==> config.mk <==
export PLATFORM = sky130hd
export DESIGN_NAME = harris_frame_ctrl_flat
export DESIGN_NICKNAME = d
export VERILOG_FILES = /design/src/rtl/harris_pkg.sv /design/src/rtl/harris_frame_ctrl_if.sv /design/src/rtl/harris_valid_delay.sv /design/src/rtl/harris_frame_ctrl.sv /design/src/flat_wrapper.sv
export SDC_FILE = /design/constraint.sdc
export NUM_CORES = 1
export LEC_CHECK = 0
export BUFFER_PORTS_ARGS = -buffer_cell sky130_fd_sc_hd__buf_4
export CAP_MARGIN = 0
export CORE_MARGIN = 3
export CORE_UTILIZATION = 62
export DETAILED_ROUTE_END_ITERATION = 7
export PLACE_DENSITY = 0.85
export SYNTH_ARGS = -nofsm -noshare
export SYNTH_HDL_FRONTEND = slang
export SYNTH_SLANG_ARGS = --single-unit
==> constraint.sdc <==
create_clock -name clk -period 3.9 [get_ports clk]
set_clock_uncertainty 0.15 [all_clocks]
set_input_delay 0.39 -clock clk [delete_from_list [all_inputs] [get_ports clk]]
set_output_delay 0.39 -clock clk [all_outputs]
set_load 0.005 [all_outputs]
==> src/rtl/harris_pkg.sv <==
// harris_pkg: state encoding, default geometry and widths shared by the Harris frame controller.
package harris_pkg;
    typedef logic [1:0] state_t;
    localparam state_t S_IDLE  = 2'd0;
    localparam state_t S_RUN   = 2'd1;
    localparam state_t S_FLUSH = 2'd2;
    localparam state_t S_DONE  = 2'd3;
    localparam int DEF_IMG_W    = 640;
    localparam int DEF_IMG_H    = 480;
    localparam int DEF_PIPE_LAT = 3;
    localparam int CC_W         = 20;
    function automatic int cnt_w_for(input int w, input int h);
        return $clog2((w > h ? w : h) + 1);
    endfunction
    localparam int DEF_CNT_W = cnt_w_for(DEF_IMG_W, DEF_IMG_H);
endpackage

==> src/rtl/harris_frame_ctrl_if.sv <==
// harris_frame_ctrl_if: pixel stream, datapath score and frame status bundle of the Harris controller.
interface harris_frame_ctrl_if import harris_pkg::*; #(parameter int CNT_W = DEF_CNT_W);
    logic             start;
    logic             pix_valid;
    logic             pix_ready;
    logic             pipe_en;
    logic [7:0]       harris_in;
    logic [7:0]       thresh;
    logic             out_valid;
    logic [CNT_W-1:0] out_x;
    logic [CNT_W-1:0] out_y;
    logic             border;
    logic             busy;
    logic             frame_done;
    logic [CC_W-1:0]  corner_count;
    modport master (
        output start, pix_valid, harris_in, thresh,
        input  pix_ready, pipe_en, out_valid, out_x, out_y, border, busy, frame_done, corner_count
    );
    modport slave (
        input  start, pix_valid, harris_in, thresh,
        output pix_ready, pipe_en, out_valid, out_x, out_y, border, busy, frame_done, corner_count
    );
endinterface

==> src/rtl/harris_valid_delay.sv <==
// harris_valid_delay: LAT-deep shift line for {valid, x, y, border}; payload only moves with a valid
// entry, so the output payload holds the last valid centre while valid is low.
module harris_valid_delay #(
    parameter int LAT   = 3,
    parameter int CNT_W = 10
) (
    input  logic             clk,
    input  logic             rst_n,
    input  logic             in_valid,
    input  logic [CNT_W-1:0] in_x,
    input  logic [CNT_W-1:0] in_y,
    input  logic             in_border,
    output logic             out_valid,
    output logic [CNT_W-1:0] out_x,
    output logic [CNT_W-1:0] out_y,
    output logic             out_border
);
    localparam int DW = 2 * CNT_W + 1;
    logic [LAT-1:0] vld;
    logic [DW-1:0]  dat [LAT];
    always_ff @(posedge clk or negedge rst_n) begin
        if (!rst_n) begin
            vld <= '0;
            for (int i = 0; i < LAT; i++) dat[i] <= '0;
        end else begin
            vld[0] <= in_valid;
            if (in_valid) dat[0] <= {in_x, in_y, in_border};
            for (int i = 1; i < LAT; i++) begin
                vld[i] <= vld[i-1];
                if (vld[i-1]) dat[i] <= dat[i-1];
            end
        end
    end
    assign out_valid = vld[LAT-1];
    assign {out_x, out_y, out_border} = dat[LAT-1];
endmodule

==> src/rtl/harris_frame_ctrl.sv <==
// harris_frame_ctrl: raster sequencer for the Harris pipeline (enable, centre coords, border, frame done).
// Optional corner counter built when HARRIS_CORNER_CNT_EN is defined.
module harris_frame_ctrl import harris_pkg::*; #(
    parameter int IMG_W    = DEF_IMG_W,
    parameter int IMG_H    = DEF_IMG_H,
    parameter int PIPE_LAT = DEF_PIPE_LAT,
    parameter int CNT_W    = DEF_CNT_W
) (
    input logic                clk,
    input logic                rst_n,
    harris_frame_ctrl_if.slave bus
);
    localparam int FW = $clog2(PIPE_LAT + 1);
    state_t           state;
    logic [CNT_W-1:0] col, row;
    logic [FW-1:0]    flush_cnt;
    logic             accept, last_col, last_row, win_valid, win_border;
    logic [CNT_W-1:0] cx, cy;

    assign bus.pix_ready  = state == S_RUN;
    assign bus.pipe_en    = bus.pix_valid & bus.pix_ready;
    assign bus.busy       = state != S_IDLE;
    assign bus.frame_done = state == S_DONE;
    assign accept   = bus.pipe_en;
    assign last_col = col == CNT_W'(IMG_W - 1);
    assign last_row = row == CNT_W'(IMG_H - 1);
    // The accepted pixel closes the 3x3 window whose centre is one up and one left.
    assign cx = col - CNT_W'(1);
    assign cy = row - CNT_W'(1);
    assign win_valid  = accept && col >= CNT_W'(2) && row >= CNT_W'(2);
    assign win_border = cx == CNT_W'(1) || cx == CNT_W'(IMG_W - 2) ||
                        cy == CNT_W'(1) || cy == CNT_W'(IMG_H - 2);

    always_ff @(posedge clk or negedge rst_n) begin
        if (!rst_n) begin
            state     <= S_IDLE;
            col       <= '0;
            row       <= '0;
            flush_cnt <= '0;
        end else begin
            case (state)
                S_IDLE: if (bus.start) begin
                    state <= S_RUN;
                    col   <= '0;
                    row   <= '0;
                end
                S_RUN: if (accept) begin
                    col <= last_col ? '0 : col + CNT_W'(1);
                    if (last_col) row <= last_row ? '0 : row + CNT_W'(1);
                    if (last_col && last_row) begin
                        state     <= S_FLUSH;
                        flush_cnt <= FW'(PIPE_LAT);
                    end
                end
                // Leaves after PIPE_LAT cycles so frame_done lands right after the last out_valid.
                S_FLUSH: if (flush_cnt == FW'(1)) state <= S_DONE;
                         else flush_cnt <= flush_cnt - FW'(1);
                default: state <= S_IDLE;
            endcase
        end
    end

    harris_valid_delay #(.LAT(PIPE_LAT), .CNT_W(CNT_W)) u_delay (
        .clk        (clk),
        .rst_n      (rst_n),
        .in_valid   (win_valid),
        .in_x       (cx),
        .in_y       (cy),
        .in_border  (win_border),
        .out_valid  (bus.out_valid),
        .out_x      (bus.out_x),
        .out_y      (bus.out_y),
        .out_border (bus.border)
    );

`ifdef HARRIS_CORNER_CNT_EN
    logic [7:0]      thr;
    logic [CC_W-1:0] cc, cc_q, cc_nx;
    logic            hit;
    assign hit   = bus.out_valid & ~bus.border & (bus.harris_in >= thr);
    assign cc_nx = cc + CC_W'(hit && !(&cc));
    always_ff @(posedge clk or negedge rst_n) begin
        if (!rst_n) begin
            thr  <= '0;
            cc   <= '0;
            cc_q <= '0;
        end else begin
            if (state == S_IDLE && bus.start) begin
                thr <= bus.thresh;
                cc  <= '0;
            end else begin
                cc <= cc_nx;
            end
            if (state == S_DONE) cc_q <= cc_nx;
        end
    end
    assign bus.corner_count = cc_q;
`else
    logic unused_score;
    assign unused_score     = ^{bus.harris_in, bus.thresh};
    assign bus.corner_count = '0;
`endif
endmodule

==> src/flat_wrapper.sv <==
// flat-port wrapper written by rule: the top's interface ports become plain ports
module harris_frame_ctrl_flat import harris_pkg::*;
#(
    parameter int IMG_W    = DEF_IMG_W,
    parameter int IMG_H    = DEF_IMG_H,
    parameter int PIPE_LAT = DEF_PIPE_LAT,
    parameter int CNT_W    = DEF_CNT_W
)
  (clk, rst_n, bus_start, bus_pix_valid, bus_harris_in, bus_thresh, bus_pix_ready, bus_pipe_en, bus_out_valid, bus_out_x, bus_out_y, bus_border, bus_busy, bus_frame_done, bus_corner_count);
  harris_frame_ctrl_if #(.CNT_W(CNT_W)) bus_i ();
  input logic clk;
  input logic rst_n;
  input wire logic [$bits(bus_i.start)-1:0] bus_start;
  input wire logic [$bits(bus_i.pix_valid)-1:0] bus_pix_valid;
  input wire logic [$bits(bus_i.harris_in)-1:0] bus_harris_in;
  input wire logic [$bits(bus_i.thresh)-1:0] bus_thresh;
  output wire logic [$bits(bus_i.pix_ready)-1:0] bus_pix_ready;
  output wire logic [$bits(bus_i.pipe_en)-1:0] bus_pipe_en;
  output wire logic [$bits(bus_i.out_valid)-1:0] bus_out_valid;
  output wire logic [$bits(bus_i.out_x)-1:0] bus_out_x;
  output wire logic [$bits(bus_i.out_y)-1:0] bus_out_y;
  output wire logic [$bits(bus_i.border)-1:0] bus_border;
  output wire logic [$bits(bus_i.busy)-1:0] bus_busy;
  output wire logic [$bits(bus_i.frame_done)-1:0] bus_frame_done;
  output wire logic [$bits(bus_i.corner_count)-1:0] bus_corner_count;
  assign bus_i.start = bus_start;
  assign bus_i.pix_valid = bus_pix_valid;
  assign bus_i.harris_in = bus_harris_in;
  assign bus_i.thresh = bus_thresh;
  assign bus_pix_ready = bus_i.pix_ready;
  assign bus_pipe_en = bus_i.pipe_en;
  assign bus_out_valid = bus_i.out_valid;
  assign bus_out_x = bus_i.out_x;
  assign bus_out_y = bus_i.out_y;
  assign bus_border = bus_i.border;
  assign bus_busy = bus_i.busy;
  assign bus_frame_done = bus_i.frame_done;
  assign bus_corner_count = bus_i.corner_count;
  harris_frame_ctrl #(.IMG_W(IMG_W), .IMG_H(IMG_H), .PIPE_LAT(PIPE_LAT), .CNT_W(CNT_W)) u_core (.clk(clk), .rst_n(rst_n), .bus(bus_i));
endmodule
Yosys cells after proc, flatten, opt, wreduce, memory -nomap -nowiden
Index checks and enable logic that the tools add are counted. Widths: inputs -> output; s select.

Word-level logic and storage cells: 63. Flip-flop bits (word level): 90. Output and inout bits: 46.

Bitwise operators: 1. Magnitude comparators: 2. Add/subtract/negate cells: 5. Eq/ne operators: 16. Reduce and logical (&&, ||, !) cells: 14. Mux-type cells: 17.

Operator list (number): $mux 10 (6); $pmux 10 s2 (2); $add 10x1->10 const B (2); $eq 10x1->1 const B (2); $eq 10x10->1 const B (2); $eq 10x9->1 const B (2); $ge 10x2->1 const B (2); $sub 10x1->10 const B (2); $mux 2 (7); $reduce_and 4->1 (3); $ne 2x2->1 const B (5); $pmux 2 s3 (1); $reduce_bool 2->1 (3); $eq 2x1->1 const B (2); $eq 2x2->1 const B (2); $pmux 2 s2 (1); $logic_and 1x1->1 (3); $logic_or 1x1->1 (3); $reduce_and 3->1 (1); $logic_not 2->1 (1); $ne 2x1->1 const B (1); $sub 2x1->2 const B (1); $and 1x1->1 (1).

Logic depth before layout (Yosys ltp)
Gate-level depths: netlist of the first run.

Depth in word-level cells: 5. Mapped depth: 10. Mapped depth without buffers: 8.

Modules after synthesis
Synthesis of the first run repeated with hierarchy kept, for this count alone.

Cell total of the unflattened synthesis: 437. Area total of the unflattened synthesis: 5034.8 um^2.

Modules (own cells, without submodules): harris_valid_delay (sequential area each 1651.6 um^2, area an instance 2803.9 um^2, times used 1, cells an instance 155); harris_frame_ctrl (sequential area each 600.6 um^2, area an instance 2230.9 um^2, times used 1, cells an instance 282).

Least setup slack after synthesis of the first run
No wires, ideal clock.

Path kind: reg-to-reg. Start point: register u_core.row[5]. End point: register u_core.u_delay.dat[42] (netlist bit). Arrival time: 2182 ps. Setup slack: 1486 ps. Clock period less this slack: 2414 ps. Data required time: 3668 ps. Path buffers: 0. Stages on the path, launching flop included: 7. Setup time: 82 ps. Path through: dfrtp_1 or4_4 nor3_2 xnor2_1 or4_1 a211o_1 a31oi_1.

Word-level cells in the longest chain between the ends: 4. Elaborated cells on any way between the ends: 7. Those cells by class: add/sub: 1; order compare: 1; eq/ne: 2; reduce/logical: 3.

RTL lines: from (decl) (line harris_frame_ctrl.sv:15) `logic [CNT_W-1:0] col, row;`; from (signal assigned) (line harris_frame_ctrl.sv:49) `if (last_col) row <= last_row ? '0 : row + CNT_W'(1);`; $sub 10x1->10 (line harris_frame_ctrl.sv:29) `assign cy = row - CNT_W'(1);`; $eq 10x1->1 (line harris_frame_ctrl.sv:32) `cy == CNT_W'(1) || cy == CNT_W'(IMG_H - 2);`; $logic_or 1x1->1 (line harris_frame_ctrl.sv:31) `assign win_border = cx == CNT_W'(1) || cx == CNT_W'(IMG_W - 2) ||`; $logic_or 1x1->1 (line harris_frame_ctrl.sv:32); to (signal, indexed assignment) (line harris_valid_delay.sv:30) `if (vld[i-1]) dat[i] <= dat[i-1];`; to (decl) (line harris_valid_delay.sv:20) `logic [DW-1:0] dat [LAT];`.

Parallel ways exist; a longest one is shown, timed or not. A chain may end at the register's enable or synchronous reset.

Final worst setup path of the first run
Start point: register u_core.col[1]. End point: register u_core.row[5].

Word-level cells in the longest chain between the ends: 3.

RTL lines: from (decl) (line harris_frame_ctrl.sv:15); from (signal assigned) (line harris_frame_ctrl.sv:48) `col <= last_col ? '0 : col + CNT_W'(1);`; $eq 10x10->1 (line harris_frame_ctrl.sv:25) `assign last_col = col == CNT_W'(IMG_W - 1);`; $ne 2x2->1 (no source line); $reduce_and 4->1 (no source line).

Every way passes these cells.

==> impl_results.md, run 1 <==
- R2r endpoint: u_core.row[5]
- Core Box Area: 7290 µm²
- Synth unique cells: 46
- Post-Synth Adder-Cell Area: 3.74%
- Final WL: 8380 µm
- Drt via density: roughly 5.7
- Placer Congestion: just over 0.9
- Yosys top cell area share: 48.1%
- Crit-path max cell delay: 0.62 ns
- Chip width: between 90 and 100 µm
- Synth Area in Compound Gates: about 10%
- CTS Buf Count: 9
- HP Class: primary input to async pin
- Power per cell area: 546 nW/µm²
- Post-synth top area cell: dfrtp_1
- Gr usage total: 21.2%
- Post-route ant nets: 0
- Multiplexer area fraction after synthesis: 11.1%
- Required @ worst endpoint: ~4.0 ns
- Syn_area_per_cell: between 10 and 15 µm²
- Clock sinks: 90
- YS warnings: 0
- Setup crit end kind: flip-flop
- Worst slew margin: ~28%
- Detailed Routing Iterations Pass 1: 4
- Post-Syn Instances: about 460
- Register-to-Register Setup Slack: 0.86 ns
- Total Power: ~0.0027 W
- Critical-path cell list: ha_1 -> nand3_1 -> o31ai_1 -> nand3_1 -> or2_2 -> o41ai_1
- Vias: 3157
- Synth Register Bits: 90
- CTS tree: yes
- Global route total overflow: 0
- Largest cells by area after synthesis: dfrtp_1 (48%), mux2_2 (11%), buf_4 (6.4%), o21ai_0 (4.7%), ha_1 (3.7%)
- Ant diodes: 0
- Fillers: 554
- Die area: ~8600 µm²
- Max Slew Vio Count: 0
- Worst-margin pin slew: 1.07 ns
- Main combinational cell family by area after synthesis: simple AND/OR/NAND/NOR gates
- Critical path class: flip-flop to flip-flop
- Setup crit start kind: flip-flop
- Port buffer count: 29
- Post-DP HPWL: 5830 µm
- Cell Area, Synth: about 4700 µm²
- Clk slew on worst S/H paths: 0.09 ns
- Max Cap Violations: 0
- Ports: 66
- # setup viols final: 0
- Initial antenna violation count: 0
- Clk_lat worst skew: 0.37 ns
- Primary FF master, synth: dfrtp_1
- Final TNS setup: 0 ns
- Worst R2R Path Depth: 6
- Ys async rst share: 100%
- R2r startpoint: u_core.col[1]
- First-pass GRT wire length: around 15000 µm
- CTS Hold Bufs: 0
- Area grow syn2layout: 4.97%
- Hold Violations, Final: 0
- Hold_ws: 0.0520 ns
- DRT iter0 DRCs: 183
- Fmax: 329 MHz
- Die height: 92.9 µm
- CTS max path bufs: 2
- Number of synthesized flops with an enable pin: 0
- DRC errors left: 0
- RSZ-0062 raised after global routing: no
- Avg WL per Cell: 15.1 µm
- Max stage delay cell, worst path: dfrtp_1
- Critical Path AT: roughly 3.1 ns
- Post-CTS Setup Bufs: 0
- Critical path origin: u_core.col[1]
- Largest net degree at the start of global routing: 91
- Pleak: 2.38 nW
- Post-synthesis sequential area ratio: 48.1%
- Post_cts resized: 0
- Maximum VDD drop: 0.421 mV
- Crit path top cell by count: nand3_1
- Initial Utilization: 64.2%
- Min Clock Period, post-route: about 3.0 ns
- Post-Synth Simple-Gate Area: 14.0%
- Period Utilization, post-route: approximately 78%
- H-tree depth: 3
- Row cnt: 31
- Layout cells sized above 1: 21.7%
- XOR/XNOR Fraction of Synth Area: under 10%
- Final net count: around 500
- Root Driver: clkbuf_8
- Crit path max fanout: 15
- Status: complete, no violations
- Vias in the first global route: 3039
-- metal layers --
layer	up-vias	share of wire, %	global-route usage (%)
li1	1520	-	-
met4	0	0.91	7.94
met3	10	4.8	4.06
met1	1551	45	27.8
met2	76	50	35.2
met5	-	0	0
-- registers in the layout, summed over array words and instances, names as in the netlist --
register / flops
u_core.row: 10
u_core.u_delay.vld: 3
u_core.state: 2
u_core.col: 10
u_core.u_delay.out_border: 1
u_core.u_delay.out_y: 10
u_core.u_delay.out_x: 10
u_core.u_delay.dat: 42
u_core.flush_cnt: 2
-- metrics by stage --
step | std cells | utilization [%] | cell area [µm²] | setup slack [ns]
finish | 556 | 67.3 | 4910 | 0.864
global route | 556 | 67.3 | 4910 | 0.562
CTS | 556 | 67.3 | 4910 | 0.862
detailed placement | 541 | 64.6 | 4710 | 0.896
global placement | 541 | 64.6 | 4710 | 1.05
floorplan | 476 | - | 4750 | 1.49
-- cell families after synthesis --
group | count (synthesis)
mux | 46
compound gates | 78
buf+inv | 79
xor+xnor | 18
fa+ha+maj | 14
flops | 90
other cells | 1
simple gates | 131
-- placed cells by master, fill, tap and decap left out, types with 6 or more instances in the layout --
| cell type | instances |
|---|---|
| o21ai_0 | 44 |
| nand3_1 | 15 |
| buf_4 | 31 |
| o31ai_1 | 7 |
| nor3_1 | 8 |
| nor4_1 | 6 |
| dfrtp_1 | 90 |
| nand2_1 | 41 |
| nor2_1 | 25 |
| a31oi_1 | 9 |
| ha_1 | 14 |
| xnor2_1 | 12 |
| conb_1 | 20 |
| inv_1 | 14 |
| xor2_1 | 6 |
| mux2_2 | 46 |
| clkbuf_8 | 10 |
-- cells in the mapped netlist (2+ instances only) --
cell and n:
xor2_1 6, or3_1 3, clkbuf_1 24, dfrtp_1 90
a21oi_1 5, nand2_1 41, a31oi_1 9, o21ai_0 44
nor4_1 6, mux2_2 46, or4_1 4, o31ai_1 7
nand4_1 4, a21o_1 2, inv_1 14, buf_4 40
o211ai_1 2, nor3b_1 3, ha_1 14, nand3_1 15
and3_1 2, xnor2_1 12, nor2_1 25, nor2b_1 3
nand2b_1 4, or2_2 3, nor3_1 8, and2_1 3
-- worst max-delay path: cells and delay by family, from the launching register on --
kind	cells	cell delay, ns
fa+ha+maj	1	0.33
compound gates	2	0.80
simple gates	3	1.03
flops	1	0.62
-- worst max-delay path by stage --
stage / endpoint / slack, ns / cells after the start
final: u_core.row[5] / 0.86 / 6
after global routing: u_core.row[5] / 0.56 / 6
after CTS: u_core.row[5] / 0.86 / 6
after detailed placement: u_core.row[5] / 0.90 / 6
after global placement: u_core.row[5] / 1.05 / 6
after floorplan: u_core.u_delay.dat[42] / 1.49 / 6
-- layout make-up --
class	instances	area, µm²	share of cell area, %
well taps	99	124	2.52
inverters	14	52.6	1.07
flip-flops and latches	90	2250	45.9
repair buffers	31	233	4.74
multi-input cells	307	2050	41.7
clock buffers	10	138	2.80
clock inverters	5	62.6	1.27
-- power breakdown --
| group | leakage [nW] | internal [W] | switching [W] | total (W) |
|---|---|---|---|---|
| logic | 1.05 | 0.000355 | 0.000500 | 0.000855 |
| registers | 1.24 | 0.00106 | 0.000117 | 0.00117 |
| clock network | 0.0954 | 0.000315 | 0.000341 | 0.000655 |
| total | 2.38 | 0.00172 | 0.000957 | 0.00268 |
Note: power is estimated with default switching activity, not from simulation.
==> run 2: changes to the inputs <==
--- a/config.mk
+++ b/config.mk
@@ -8,9 +8,9 @@
 export BUFFER_PORTS_ARGS = -buffer_cell sky130_fd_sc_hd__buf_4
 export CAP_MARGIN = 0
 export CORE_MARGIN = 3
-export CORE_UTILIZATION = 62
+export CORE_UTILIZATION = 57
 export DETAILED_ROUTE_END_ITERATION = 7
-export PLACE_DENSITY = 0.85
+export PLACE_DENSITY = 0.79
 export SYNTH_ARGS = -nofsm -noshare
 export SYNTH_HDL_FRONTEND = slang
 export SYNTH_SLANG_ARGS = --single-unit
==> constraint.sdc (replaced) <==
create_clock -name clk -period 2.82 [get_ports clk]
set_clock_uncertainty 0.15 [all_clocks]
set_input_delay 0.282 -clock clk [delete_from_list [all_inputs] [get_ports clk]]
set_output_delay 0.282 -clock clk [all_outputs]
set_load 0.005 [all_outputs]
==> run 2 against run 1 <==
- the run now ends with negative hold slack left
- design area is 1.8% higher
- sequential share of layout area fell by 0.83 points
- wire length is 4.2% lower
- sequential cell count unchanged
- worst hold slack worse by 0.087 ns
- critical path depth unchanged
- worst setup slack worse by 0.61 ns
- power grew 41%
- first-iteration DRC count is 66% higher
- combinational power rose by 52%
- critical endpoint is now u_core.u_delay.dat[42]
==> impl_results.md, run 2 (synthesized netlist as in run 1, its figures left out) <==
- Status: complete, but fails checks
- Failing checks: negative hold slack
- Largest Register: u_core.u_delay.dat
- Initial antenna violation count: 0
- Drt via density: 5.62
- Placer Congestion: between 0.8 and 0.9
- Period Utilization, post-route: 90.9%
- Comb power frac: between 30% and 40%
- Final TNS setup: 0 ns
- Routed met2 length: 3880 µm
- Max Slew Vio Count: 0
- Hold_ws: -0.0355 ns
- Critical Path AT: 2.69 ns
- Max Cap Violations: 0
- Ports: 66
- Area grow syn2layout: 6.90%
- Cells after DPL: 555
- Switch Pwr: 0.00134 W
- H-tree depth: 3
- CTS Buf Count: 9
- Power per cell area: between 700 and 800 nW/µm²
- Met3 wire length: 399 µm
- DRC errors left: 0
- Die height: 96.6 µm
- Post-DP HPWL: about 5800 µm
- Max stage delay cell, worst path: or4_4
- HP Class: primary input to async pin
- Post-Layout Cell Count: between 500 and 600
- Clk slew on worst S/H paths: 0.09 ns
- Setup crit end kind: flip-flop
- Global route total overflow: 0
- Switching share of power: 35.4%
- Initial Utilization: between 50% and 60%
- Maximum VDD drop: 0.512 mV
- Post-route ant nets: 0
- Crit path max fanout: 7
- Chip width: 96.6 µm
- Vias in the first global route: 2966
- Required @ worst endpoint: 2.95 ns
- Hold Violations, Final: 35
- Avg WL per Cell: 14.0 µm
- Register Area: about 2300 µm²
- Post_cts resized: 0
- M1 WL: about 3700 µm
- Clock group share of total power: a little under a quarter
- P_int: roughly 0.0024 W
- Worst slew margin: 28.2%
- Min Clock Period, post-route: 2.56 ns
- Largest net degree at the start of global routing: 91
- Post-CTS Setup Bufs: 0
- CP top delay family: simple AND/OR/NAND/NOR gates
- Root Driver: clkbuf_8
- Critical path class: flip-flop to flip-flop
- CTS max path bufs: 2
- Clk_lat worst skew: 0.36 ns
- Setup crit start kind: flip-flop
- Max reg flops: 42
- DRT iter0 DRCs: slightly above 300
- Clock sinks: 90
- Die area: 9330 µm²
- Most frequent cells in the layout: dfrtp_1 (90), mux2_2 (46), o21ai_0 (44), buf_4 (42), nand2_1 (41)
- Pleak: 2.45 nW
- CTS Hold Bufs: 0
- Detailed Routing Iterations Pass 1: 4
- Port buffer count: 29
- Vias: approximately 3200
- Fmax: 390 MHz
- Crit-path max cell delay: roughly 0.57 ns
- Critical-path cell list: or4_4 -> nor3_2 -> xnor2_1 -> or4_1 -> a211o_1 -> a31oi_1
- Layout cells sized above 1: 23.5%
- # setup viols final: 0
- CP Buf/Inv Count: 0
- Most common cell after layout, fill and taps aside: dfrtp_1
- CTS tree: yes
- Uppermost routed layer: met4
- RSZ-0062 raised after global routing: no
- Core Box Area: 7850 µm²
- Final WL: about 8000 µm
- Final net count: about 500
- Fillers: 643
- Gr usage total: 18.8%
- Multi-input logic area: 2050 µm²
- Worst-margin pin slew: 1.08 ns
- Ant diodes: 0
- First-pass GRT wire length: 13700 µm
- Reg power frac: 41.9%
- Row cnt: 32
[run 2: layer usage]
layer,vias up,GRT usage (%)
met1,1579,24.7
met4,0,6.78
li1,1539,-
met5,-,0
met2,83,30.7
met3,7,3.87
[run 2: worst reg2reg max path, delay by kind of cell (launching register included)]
family                    cells  cell delay (ns)
DFF                           1             0.48
AOI/OAI and AO/OA             2             0.47
xor gates and xnor gates      1             0.11
and+or+nand+nor               3             1.28
[run 2: area by class of cell]
cell class	instances	area share [%]
inverters	14	1.05
repair buffers	42	6.30
flip-flops and latches	90	45.0
clock inverters	6	1.53
well taps	102	2.55
clock buffers	10	2.55
multi-input cells	307	41.0
[run 2: path summary, 6_finish.rpt]
check                      slack [ns]  cells past startpoint                 endpoint                   start
min in group clk                 0.29                      3            u_core.col[9]               bus_start
max reg2reg                      0.26                      6   u_core.u_delay.dat[42]           u_core.row[6]
min                             -0.04                      1  u_core.u_delay.out_y[7]                   rst_n
max in group asynchronous        1.87                      1   u_core.u_delay.dat[41]                   rst_n
min reg2reg                      0.34                      2   u_core.u_delay.dat[45]  u_core.u_delay.dat[45]
max                              0.26                      6   u_core.u_delay.dat[42]           u_core.row[6]
[run 2: power groups by stage]
stage	combinational, W	sequential (W)	clock, W
2_1_floorplan	0.000973	0.00157	0
3_3_place_gp	0.00125	0.00160	0
3_5_place_dp	0.00130	0.00161	0
4_1_cts	0.00130	0.00158	0.000921
5_1_grt	0.00148	0.00161	0.000977
6_report	0.00130	0.00158	0.000899
[run 2: through the flow]
step	power [W]	utilization (%)	area, µm²	hold WS [ns]	setup WS (ns)
5_1_grt	0.00407	63.7	5000	0.0576	0.120
2_1_floorplan	0.00254	-	4750	-0.164	0.406
3_3_place_gp	0.00284	61.1	4800	0.312	0.321
6_report	0.00378	63.7	5000	-0.0355	0.258
4_1_cts	0.00381	63.7	5000	0.0151	0.244
3_5_place_dp	0.00291	61.1	4800	0.320	0.282
